## src/rtl/vdp_vram_arbiter.sv

```systemverilog
// Four-way VRAM port arbiter (screen > sprite > command > cpu) with one access in flight.
// Optional CPU starvation boost: define VDP_ARB_CPU_BOOST_EN.
module vdp_vram_arbiter #(
  parameter int READ_TIMEOUT = 16,
  parameter int CPU_MAX_WAIT = 64
) (
  input  logic        clk,
  input  logic        reset,
  input  logic        initial_busy,
  input  logic        s_valid,
  input  logic        s_write,
  input  logic [16:0] s_address,
  input  logic [7:0]  s_wdata,
  output logic        s_ready,
  output logic [31:0] s_rdata,
  output logic        s_rdata_en,
  input  logic        p_valid,
  input  logic        p_write,
  input  logic [16:0] p_address,
  input  logic [7:0]  p_wdata,
  output logic        p_ready,
  output logic [31:0] p_rdata,
  output logic        p_rdata_en,
  input  logic        c_valid,
  input  logic        c_write,
  input  logic [16:0] c_address,
  input  logic [7:0]  c_wdata,
  output logic        c_ready,
  output logic [31:0] c_rdata,
  output logic        c_rdata_en,
  input  logic        u_valid,
  input  logic        u_write,
  input  logic [16:0] u_address,
  input  logic [7:0]  u_wdata,
  output logic        u_ready,
  output logic [31:0] u_rdata,
  output logic        u_rdata_en,
  output logic [16:0] vram_address,
  output logic        vram_write,
  output logic        vram_valid,
  output logic [7:0]  vram_wdata,
  input  logic [31:0] vram_rdata,
  input  logic        vram_rdata_en,
  output logic        timeout_err
);

  localparam logic [0:0] ST_IDLE      = 1'b0;
  localparam logic [0:0] ST_READ_WAIT = 1'b1;
  localparam int         TW           = $clog2(READ_TIMEOUT + 1);
  localparam logic [TW-1:0] WAIT_LAST = TW'(READ_TIMEOUT - 1);

  // Requester index: 0 = screen, 1 = sprite, 2 = command, 3 = cpu
  logic [3:0]  req_valid;
  logic [3:0]  req_write;
  logic [16:0] req_address [4];
  logic [7:0]  req_wdata   [4];

  assign req_valid      = {u_valid, c_valid, p_valid, s_valid};
  assign req_write      = {u_write, c_write, p_write, s_write};
  assign req_address[0] = s_address;
  assign req_address[1] = p_address;
  assign req_address[2] = c_address;
  assign req_address[3] = u_address;
  assign req_wdata[0]   = s_wdata;
  assign req_wdata[1]   = p_wdata;
  assign req_wdata[2]   = c_wdata;
  assign req_wdata[3]   = u_wdata;

  logic [0:0]    state_q, state_d;
  logic [1:0]    owner_q, owner_d;
  logic [TW-1:0] wait_q, wait_d;
  logic [3:0]    ready_q, ready_d;
  logic [3:0]    rdata_en_q, rdata_en_d;
  logic [31:0]   rdata_q [4];
  logic [31:0]   rdata_d [4];
  logic [16:0]   vram_address_q, vram_address_d;
  logic          vram_write_q, vram_write_d;
  logic          vram_valid_q, vram_valid_d;
  logic [7:0]    vram_wdata_q, vram_wdata_d;
  logic          timeout_err_q, timeout_err_d;

  logic       boost;
  logic       grant;
  logic [1:0] win;

`ifdef VDP_ARB_CPU_BOOST_EN
  localparam logic [6:0] BOOST_AT = 7'(CPU_MAX_WAIT);
  logic [6:0] boost_cnt_q, boost_cnt_d;

  assign boost = (boost_cnt_q >= BOOST_AT);

  always_comb begin
    boost_cnt_d = boost_cnt_q;
    if (!u_valid || (grant && (win == 2'd3))) begin
      boost_cnt_d = 7'd0;
    end else if (boost_cnt_q != 7'h7F) begin
      boost_cnt_d = boost_cnt_q + 7'd1;
    end
  end

  always_ff @(posedge clk) begin
    if (reset) begin
      boost_cnt_q <= 7'd0;
    end else begin
      boost_cnt_q <= boost_cnt_d;
    end
  end
`else
  // Boost disabled: the parameter only keeps the instance interface stable.
  assign boost = (CPU_MAX_WAIT < 0);
`endif

  // The cycle after an issue (vram_valid high) is never an arbitration slot.
  always_comb begin
    grant = 1'b0;
    win   = 2'd0;
    if ((state_q == ST_IDLE) && !initial_busy && !vram_valid_q && (|req_valid)) begin
      grant = 1'b1;
      if (boost && req_valid[3]) win = 2'd3;
      else if (req_valid[0])     win = 2'd0;
      else if (req_valid[1])     win = 2'd1;
      else if (req_valid[2])     win = 2'd2;
      else                       win = 2'd3;
    end
  end

  always_comb begin
    state_d        = state_q;
    owner_d        = owner_q;
    wait_d         = wait_q;
    ready_d        = 4'd0;
    rdata_en_d     = 4'd0;
    rdata_d        = rdata_q;
    vram_address_d = vram_address_q;
    vram_write_d   = vram_write_q;
    vram_valid_d   = 1'b0;
    vram_wdata_d   = vram_wdata_q;
    timeout_err_d  = 1'b0;
    if (grant) begin
      ready_d[win]   = 1'b1;
      vram_valid_d   = 1'b1;
      vram_address_d = req_address[win];
      vram_write_d   = req_write[win];
      vram_wdata_d   = req_write[win] ? req_wdata[win] : 8'd0;
      if (!req_write[win]) begin
        state_d = ST_READ_WAIT;
        owner_d = win;
        wait_d  = '0;
      end
    end else if (state_q == ST_READ_WAIT) begin
      if (vram_rdata_en) begin
        rdata_d[owner_q]    = vram_rdata;
        rdata_en_d[owner_q] = 1'b1;
        state_d             = ST_IDLE;
      end else if (wait_q == WAIT_LAST) begin
        rdata_d[owner_q]    = 32'hFFFF_FFFF;
        rdata_en_d[owner_q] = 1'b1;
        timeout_err_d       = 1'b1;
        state_d             = ST_IDLE;
      end else begin
        wait_d = wait_q + 1'b1;
      end
    end
  end

  always_ff @(posedge clk) begin
    if (reset) begin
      state_q        <= ST_IDLE;
      owner_q        <= 2'd0;
      wait_q         <= '0;
      ready_q        <= 4'd0;
      rdata_en_q     <= 4'd0;
      for (int i = 0; i < 4; i++) rdata_q[i] <= 32'd0;
      vram_address_q <= 17'd0;
      vram_write_q   <= 1'b0;
      vram_valid_q   <= 1'b0;
      vram_wdata_q   <= 8'd0;
      timeout_err_q  <= 1'b0;
    end else begin
      state_q        <= state_d;
      owner_q        <= owner_d;
      wait_q         <= wait_d;
      ready_q        <= ready_d;
      rdata_en_q     <= rdata_en_d;
      rdata_q        <= rdata_d;
      vram_address_q <= vram_address_d;
      vram_write_q   <= vram_write_d;
      vram_valid_q   <= vram_valid_d;
      vram_wdata_q   <= vram_wdata_d;
      timeout_err_q  <= timeout_err_d;
    end
  end

  assign s_ready      = ready_q[0];
  assign p_ready      = ready_q[1];
  assign c_ready      = ready_q[2];
  assign u_ready      = ready_q[3];
  assign s_rdata_en   = rdata_en_q[0];
  assign p_rdata_en   = rdata_en_q[1];
  assign c_rdata_en   = rdata_en_q[2];
  assign u_rdata_en   = rdata_en_q[3];
  assign s_rdata      = rdata_q[0];
  assign p_rdata      = rdata_q[1];
  assign c_rdata      = rdata_q[2];
  assign u_rdata      = rdata_q[3];
  assign vram_address = vram_address_q;
  assign vram_write   = vram_write_q;
  assign vram_valid   = vram_valid_q;
  assign vram_wdata   = vram_wdata_q;
  assign timeout_err  = timeout_err_q;

endmodule
```

## config.mk

```make
export PLATFORM = sky130hd
export DESIGN_NAME = vdp_vram_arbiter
export DESIGN_NICKNAME = d
export VERILOG_FILES = /design/src/rtl/vdp_vram_arbiter.sv
export SDC_FILE = /design/constraint.sdc
export NUM_CORES = 1
export LEC_CHECK = 0
export CORE_MARGIN = 4
export CORE_UTILIZATION = 37
export DETAILED_ROUTE_END_ITERATION = 8
export GPL_ROUTABILITY_DRIVEN = 0
export HOLD_SLACK_MARGIN = 0.02
export PLACE_DENSITY = 0.8
export SYNTH_ARGS = -nofsm -noshare
export SYNTH_HDL_FRONTEND = slang
export SYNTH_SLANG_ARGS = --single-unit
```

## constraint.sdc

```tcl
create_clock -name clk -period 2.01 [get_ports clk]
set_input_delay 0.201 -clock clk [delete_from_list [all_inputs] [get_ports clk]]
set_output_delay 0.201 -clock clk [all_outputs]
set_load 0.005 [all_outputs]
```

==> results by group, run 1 <==
Synth
  – Post-Syn Instances: 707
  – Syn Std Cell Area: 0.00668 mm^2
  – Area leader, netlist: dfxtp_1
  – Synth area leaders: dfxtp_1 52%, a211oi_1 14%, nor2_1 7.5%, nor2b_1 3.9%, clkbuf_1 3.1%
  – Seq/Total Area, Yosys: 51.5%
  – Post-Syn Area per Cell: 9.45 um^2
  – Mapped Nets: 853
  – Post-synthesis register bit count: 172
  – Yosys cell types: 44
  – Most used DFF post-synth: dfxtp_1
  – Count of flip-flops with a built-in enable after synthesis: 0
  – Yosys warns: 0
  – Async SR Flop Fraction: 0%
  – Post-synth top area share: 51.5%

Layout
  – Most frequent cells in the layout: 306 x clkdlybuf4s50_1, 171 x dfxtp_1, 130 x nor2_1
  – Share of cells above drive strength 1: 12.0%
  – Layout area overhead: 66.8%
  – Diode count: 0
  – Final Util: 63.8%
  – Post-Layout Cell Count: 1259
  – Final instance area: 0.0111 mm^2
  – Most common cell after layout, fill and taps aside: clkdlybuf4s50_1
  – Nets: 1167

Detailed routing
  – WL/cell: 18.8 um
  – Vias: 6564
  – Via density per instance: 5.21
  – DRT Pass-1 Iters: 5
  – DRT antenna net count: 0
  – WL final: 23600 um
  – Starting DRT DRC Count: 310
  – # DRC: 0

STA
  – Final WS setup: -0.00429 ns
  – Skew final: 0.0123 ns
  – Fmax: 0.496 GHz
  – Crit path time final: 2.01 ns
  – Slew headroom: 55.6%
  – Finish-stage setup viols: 1
  – Hold Violations, Final: 0
  – Slew @ Worst Pin: 0.666 ns
  – Fin crit share: 100%
  – RSZ-0062 raised after global routing: yes
  – Fin. max-slew vios: 0

Clock network
  – CTS tree: done
  – Later-pin clock latency in the skew report: 0.42 ns
  – Sink Count: 172
  – Root Buffer Master: clkbuf_16
  – H-tree Lvls: 4
  – Clk pin slew, worst setup/hold paths: 0.06 ns
  – Clock Tree Buf Depth: 2
  – CTS Hold Bufs: 0
  – CTS Buf Count: 17

Floorplan
  – DIE AREA: 0.0203 mm^2
  – # IOs: 308
  – Die width: 142 um
  – Starting Density: 38.2%
  – Die Span Y: 142 um
  – Row count: 48
  – Core Area: 0.0175 mm^2

Worst hold path
  – WHS Path Cells: 2
  – Min-Delay Path Class: primary input to register

Critical path
  – Worst Path Required: 2.31 ns
  – Crit path max fanout: 24
  – Critical path, cell by cell: ha_2, and3_4, ha_4, o211ai_1, buf_4, nor2_4, buf_6, nor2_1, a211oi_1
  – Startpoint Class: register
  – WP data arrival: 2.31 ns
  – Critical Path Max Stage Delay: 0.34 ns
  – CP max stage cell: dfxtp_1
  – Worst Reg2Reg Path Length in Cells: 9
  – Critical path type: register to register
  – CP Capture Type: register

GRT
  – Largest net degree at the start of global routing: 56
  – First-pass GRT wire length: 36200 um
  – Antenna violations before repair: 0
  – Vias in the first global route: 6495
  – Grt ovf: 0
  – All-Layer GR Usage: 22.5%

Pwr
  – Sequential power share: 44.0%
  – Leak pwr: 3.78 nW
  – Combinational power share: 13.2%
  – Cell area power density: 723 mW/mm^2
  – Design Power: 0.00806 W
  – Sw Share: 22.9%
  – Net Sw Power: 0.00185 W
  – Pint: 0.00621 W
  – Maximum VDD drop: 553 uV
  – Clock power frac: 42.8%

Placement
  – Port-buffer cells: 307
  – DP HPWL: 16600 um
  – Area after DPL: 0.0102 mm^2
  – DP Cell Count: 1218
  – Pre-CTS setup slack: -0.117 ns

Job
  – Total of max-cap violations: 0

Run status
  – Failing checks: negative setup slack
  – Status: finished with violations
Yosys cell counts, types with 8 or more instances:
master / instances
a211oi_1: 128
nand2_1: 15
o21ai_0: 14
a22o_1: 16
buf_2: 8
clkbuf_1: 56
nor2b_1: 42
and3_1: 9
nor2_1: 133
a221o_1: 19
dfxtp_1: 172
nand2b_1: 12
a32oi_1: 10
flip-flops by register name, indices dropped and copies added, names as in the netlist, 2 cells and up:
name,cells
p_rdata,32
wait_q,5
s_rdata,32
ready_q,4
u_rdata,32
vram_address,17
c_rdata,32
rdata_en_q,4
owner_q,2
vram_wdata,8
stage by stage:
stage / hold WS [ns] / TNS [ns]
6_report: 0.0470 / -0.00429
3_5_place_dp: 0.442 / -2.90
4_1_cts: 0.0256 / 0
3_3_place_gp: 0.436 / -0.661
5_1_grt: 0.0303 / -0.0765
2_1_floorplan: 0.332 / 0
power by group through the flow:
| stage | sequential, W | clock [W] | combinational [W] |
|---|---|---|---|
| after floorplan | 0.00363 | 0 | 0.000377 |
| after global placement | 0.00362 | 0 | 0.000997 |
| after detailed placement | 0.00362 | 0 | 0.00101 |
| after CTS | 0.00355 | 0.00352 | 0.00105 |
| after global routing | 0.00355 | 0.00367 | 0.00114 |
| final | 0.00355 | 0.00345 | 0.00106 |
timing repair:
action / 4_1_cts / 5_1_grt
gates cloned: 3 / 0
endpoints found under the setup margin: 62 / 96
pin swaps: 3 / 4
gates resized for setup: 12 / 20
buffers inserted: 5 / 1
path summary, 6_finish.rpt:
path	from	to	slack (ns)
max reg2reg	wait_q[0]	c_rdata[21]	-0.004
min	reset	owner_q[0]	0.05
min reg2reg	vram_address[5]	vram_address[5]	0.46
max	wait_q[0]	c_rdata[21]	-0.004
final cells by class:
class / count / area [um^2]
Inverter: 4 / 15.0
Clock buffer: 20 / 437
Timing Repair Buffer: 361 / 3660
Multi-Input combinational cell: 465 / 3120
Fill cell: 1470 / 6330
Clock inverter: 12 / 186
Tap cell: 225 / 282
Sequential cell: 172 / 3440
critical path, delay by kind of cell (launching register included):
family                     cells  cell delay [ns]
AOI/OAI and AO/OA              2             0.38
buffers and inverters          2             0.42
adders and majority gates      2             0.34
DFF                            1             0.34
and+or+nand+nor                3             0.41
metal layers:
layer | wire length (um) | track usage [%] | up-vias
met2 | 11900 | 37.5 | 219
met1 | 9500 | 28.2 | 3083
li1 | - | - | 3230
met3 | 1650 | 6.62 | 32
met4 | 608 | 6.70 | 0
met5 | 0 | 0 | -
kinds of logic after synthesis:
group	Yosys count	share of synthesized area, %
flops	172	51.5
compound gates	224	26.3
fa+ha+maj	2	0.374
simple gates	238	17.5
buf+inv	70	4.19
xor+xnor	1	0.131
Note: power is estimated with default switching activity, not from simulation.
==> run 2, diff against run 1 <==
--- a/config.mk
+++ b/config.mk
@@ -7,6 +7,7 @@
 export LEC_CHECK = 0
 export CORE_MARGIN = 4
 export CORE_UTILIZATION = 37
+export CTS_CLUSTER_SIZE = 14
 export DETAILED_ROUTE_END_ITERATION = 8
 export GPL_ROUTABILITY_DRIVEN = 0
 export HOLD_SLACK_MARGIN = 0.02
==> results of run 2 <==
Same layout as run 1: the final DEF is identical, and so are final timing and power.
==> run 3, diff against run 2 <==
--- a/config.mk
+++ b/config.mk
@@ -6,12 +6,12 @@
 export NUM_CORES = 1
 export LEC_CHECK = 0
 export CORE_MARGIN = 4
-export CORE_UTILIZATION = 37
+export CORE_UTILIZATION = 45
 export CTS_CLUSTER_SIZE = 14
 export DETAILED_ROUTE_END_ITERATION = 8
 export GPL_ROUTABILITY_DRIVEN = 0
 export HOLD_SLACK_MARGIN = 0.02
-export PLACE_DENSITY = 0.8
+export PLACE_DENSITY = 0.9
 export SYNTH_ARGS = -nofsm -noshare
 export SYNTH_HDL_FRONTEND = slang
 export SYNTH_SLANG_ARGS = --single-unit
==> constraint.sdc (replaced) <==
create_clock -name clk -period 2.5 [get_ports clk]
set_input_delay 0.25 -clock clk [delete_from_list [all_inputs] [get_ports clk]]
set_output_delay 0.25 -clock clk [all_outputs]
set_load 0.005 [all_outputs]
==> run 3 against run 2 <==
Compared with the run above:
- sequential power fell by 20%
- largest power group unchanged
- combinational power fell by 27%
- first-iteration DRC count rose by 43%
- hold slack improved by 0.37 ns
- via count fell by 2.1%
- routed wire length fell by 7.7%
- sequential cell count did not move
- die area fell by 17%
- the flow now finishes without violations
- register-to-register slack improved by 0.32 ns
- total power fell by 22%
- clock skew fell by 0.0050 ns
==> results by group, run 3 (same netlist as run 1, synthesis figures left out) <==
STA
  – Skew final: 0.00726 ns
  – Fin crit share: 87.5%
  – Finish-stage setup viols: 0
  – Hold Violations, Final: 0
  – Fmax: 0.457 GHz
  – Crit path time final: 2.19 ns
  – Slew headroom: 53.5%
  – Setup_tns: 0 ns
  – Fin. max-slew vios: 0
  – Slew @ Worst Pin: 0.697 ns
  – RSZ-0062 raised after global routing: no

Layout
  – Nets: 1134
  – Diode count: 0
  – Most common cell after layout, fill and taps aside: clkdlybuf4s50_1
  – Layout area overhead: 58.5%
  – Share of cells above drive strength 1: 6.79%
  – Most frequent cells in the layout: 306 x clkdlybuf4s50_1, 172 x dfxtp_1, 131 x nor2_1
  – Fillers: 1029
  – Post-Layout Cell Count: 1185

Clock network
  – Post-CTS Setup Repair Bufs: 0
  – CTS Buf Count: 17
  – CTS Hold Bufs: 0
  – Post-CTS Resized: 0
  – Later-pin clock latency in the skew report: 0.42 ns
  – Clock Tree Buf Depth: 2
  – Clk pin slew, worst setup/hold paths: 0.06 ns
  – H-tree Lvls: 4
  – Root Buffer Master: clkbuf_16
  – Sink Count: 172
  – CTS tree: done

GRT
  – Largest net degree at the start of global routing: 148
  – First-pass GRT wire length: 33500 um
  – Grt ovf: 0
  – Antenna violations before repair: 0
  – All-Layer GR Usage: 25.2%
  – Vias in the first global route: 6270

Placement
  – DP Cell Count: 1153
  – Port-buffer cells: 307
  – DP HPWL: 15300 um

Detailed routing
  – WL/cell: 18.4 um
  – Starting DRT DRC Count: 444
  – Via density per instance: 5.42
  – WL final: 21800 um
  – Vias: 6428
  – # DRC: 0
  – DRT antenna net count: 0
  – DRT Pass-1 Iters: 4

Floorplan
  – Core Area: 0.0145 mm^2
  – Starting Density: 46.0%
  – Die width: 130 um
  – Row count: 44
  – # IOs: 308
  – DIE AREA: 0.0169 mm^2
  – Die Span Y: 130 um

Critical path
  – Worst Path Required: 2.82 ns
  – Startpoint Class: register
  – WP data arrival: 2.51 ns
  – Crit path max fanout: 60
  – Critical path type: register to register
  – CP Capture Type: register

Worst hold path
  – Min-Delay Path Class: primary input to register

Pwr
  – Leak pwr: 3.57 nW
  – Cell area power density: 596 mW/mm^2
  – Maximum VDD drop: 479 uV

Job
  – Total of max-cap violations: 0

Run status
  – Status: completed
==> run 3: changes by cell type in the layout (fill, tap and decap cells not counted), sizes merged <==
cell      previous run  this run
clkinvlp             2         1
inv                  7         6
buf                 54        22
clkinv               3         6
clkbuf              20        21
bufbuf               1         0
bufinv               4         2
==> run 3: per-layer routing <==
layer / wire length [um] / up-vias / share of wire (%) / global-route usage (%)
met4: 570 / 0 / 2.6 / 10.0
met5: 0 / - / 0 / 0
met3: 1680 / 42 / 7.7 / 7.04
li1: - / 3169 / - / -
met2: 10900 / 219 / 50 / 41.8
met1: 8680 / 2998 / 40 / 31.1
==> run 3: critical path: stages (launching register included) <==
cell	delay, ns
dfxtp_1	0.38
ha_1	0.21
and3_1	0.17
ha_1	0.22
o21ai_0	0.09
buf_4	0.18
nor3_4	0.19
buf_12	0.29
nor2_1	0.08
a211oi_1	0.25
==> run 3: layout make-up <==
cell class	count	area (um^2)	area share [%]
sequential	172	3440	32.5
timing repair buffer	328	3300	31.2
multi-input combinational	465	2990	28.2
clock buffer	21	480	4.53
tap	184	230	2.17
clock inverter	11	133	1.25
inverter	4	15.0	0.142
==> run 3: path summary, 6_finish.rpt <==
kind	from	to	slack, ns	depth (start not counted)
worst min-delay path	reset	owner_q[1]	0.42	3
worst min register to register	vram_address[3]	vram_address[3]	0.45	2
worst max register to register	wait_q[0]	s_rdata[4]	0.31	9
worst max-delay path	wait_q[0]	s_rdata[4]	0.31	9
==> run 3: metrics by stage <==
| stage | hold slack (ns) | utilization (%) | area, um^2 | setup slack [ns] | total power [W] |
|---|---|---|---|---|---|
| 2_1_floorplan | 0.381 | - | 6680 | 0.462 | 0.00322 |
| 3_3_place_gp | 0.436 | 68.7 | 9980 | 0.294 | 0.00367 |
| 3_5_place_dp | 0.444 | 68.7 | 9980 | 0.249 | 0.00368 |
| 4_1_cts | 0.411 | 72.9 | 10600 | 0.273 | 0.00636 |
| 5_1_grt | 0.444 | 72.9 | 10600 | 0.0536 | 0.00653 |
| 6_report | 0.418 | 72.9 | 10600 | 0.313 | 0.00632 |
==> run 3: power by group <==
group / total (W) / switching, W / leakage [nW] / internal [W]
clock network: 0.00269 / 0.00110 / 0.302 / 0.00159
registers: 0.00285 / 0.0000436 / 1.39 / 0.00281
logic: 0.000773 / 0.000323 / 1.87 / 0.000449
total: 0.00632 / 0.00147 / 3.57 / 0.00485
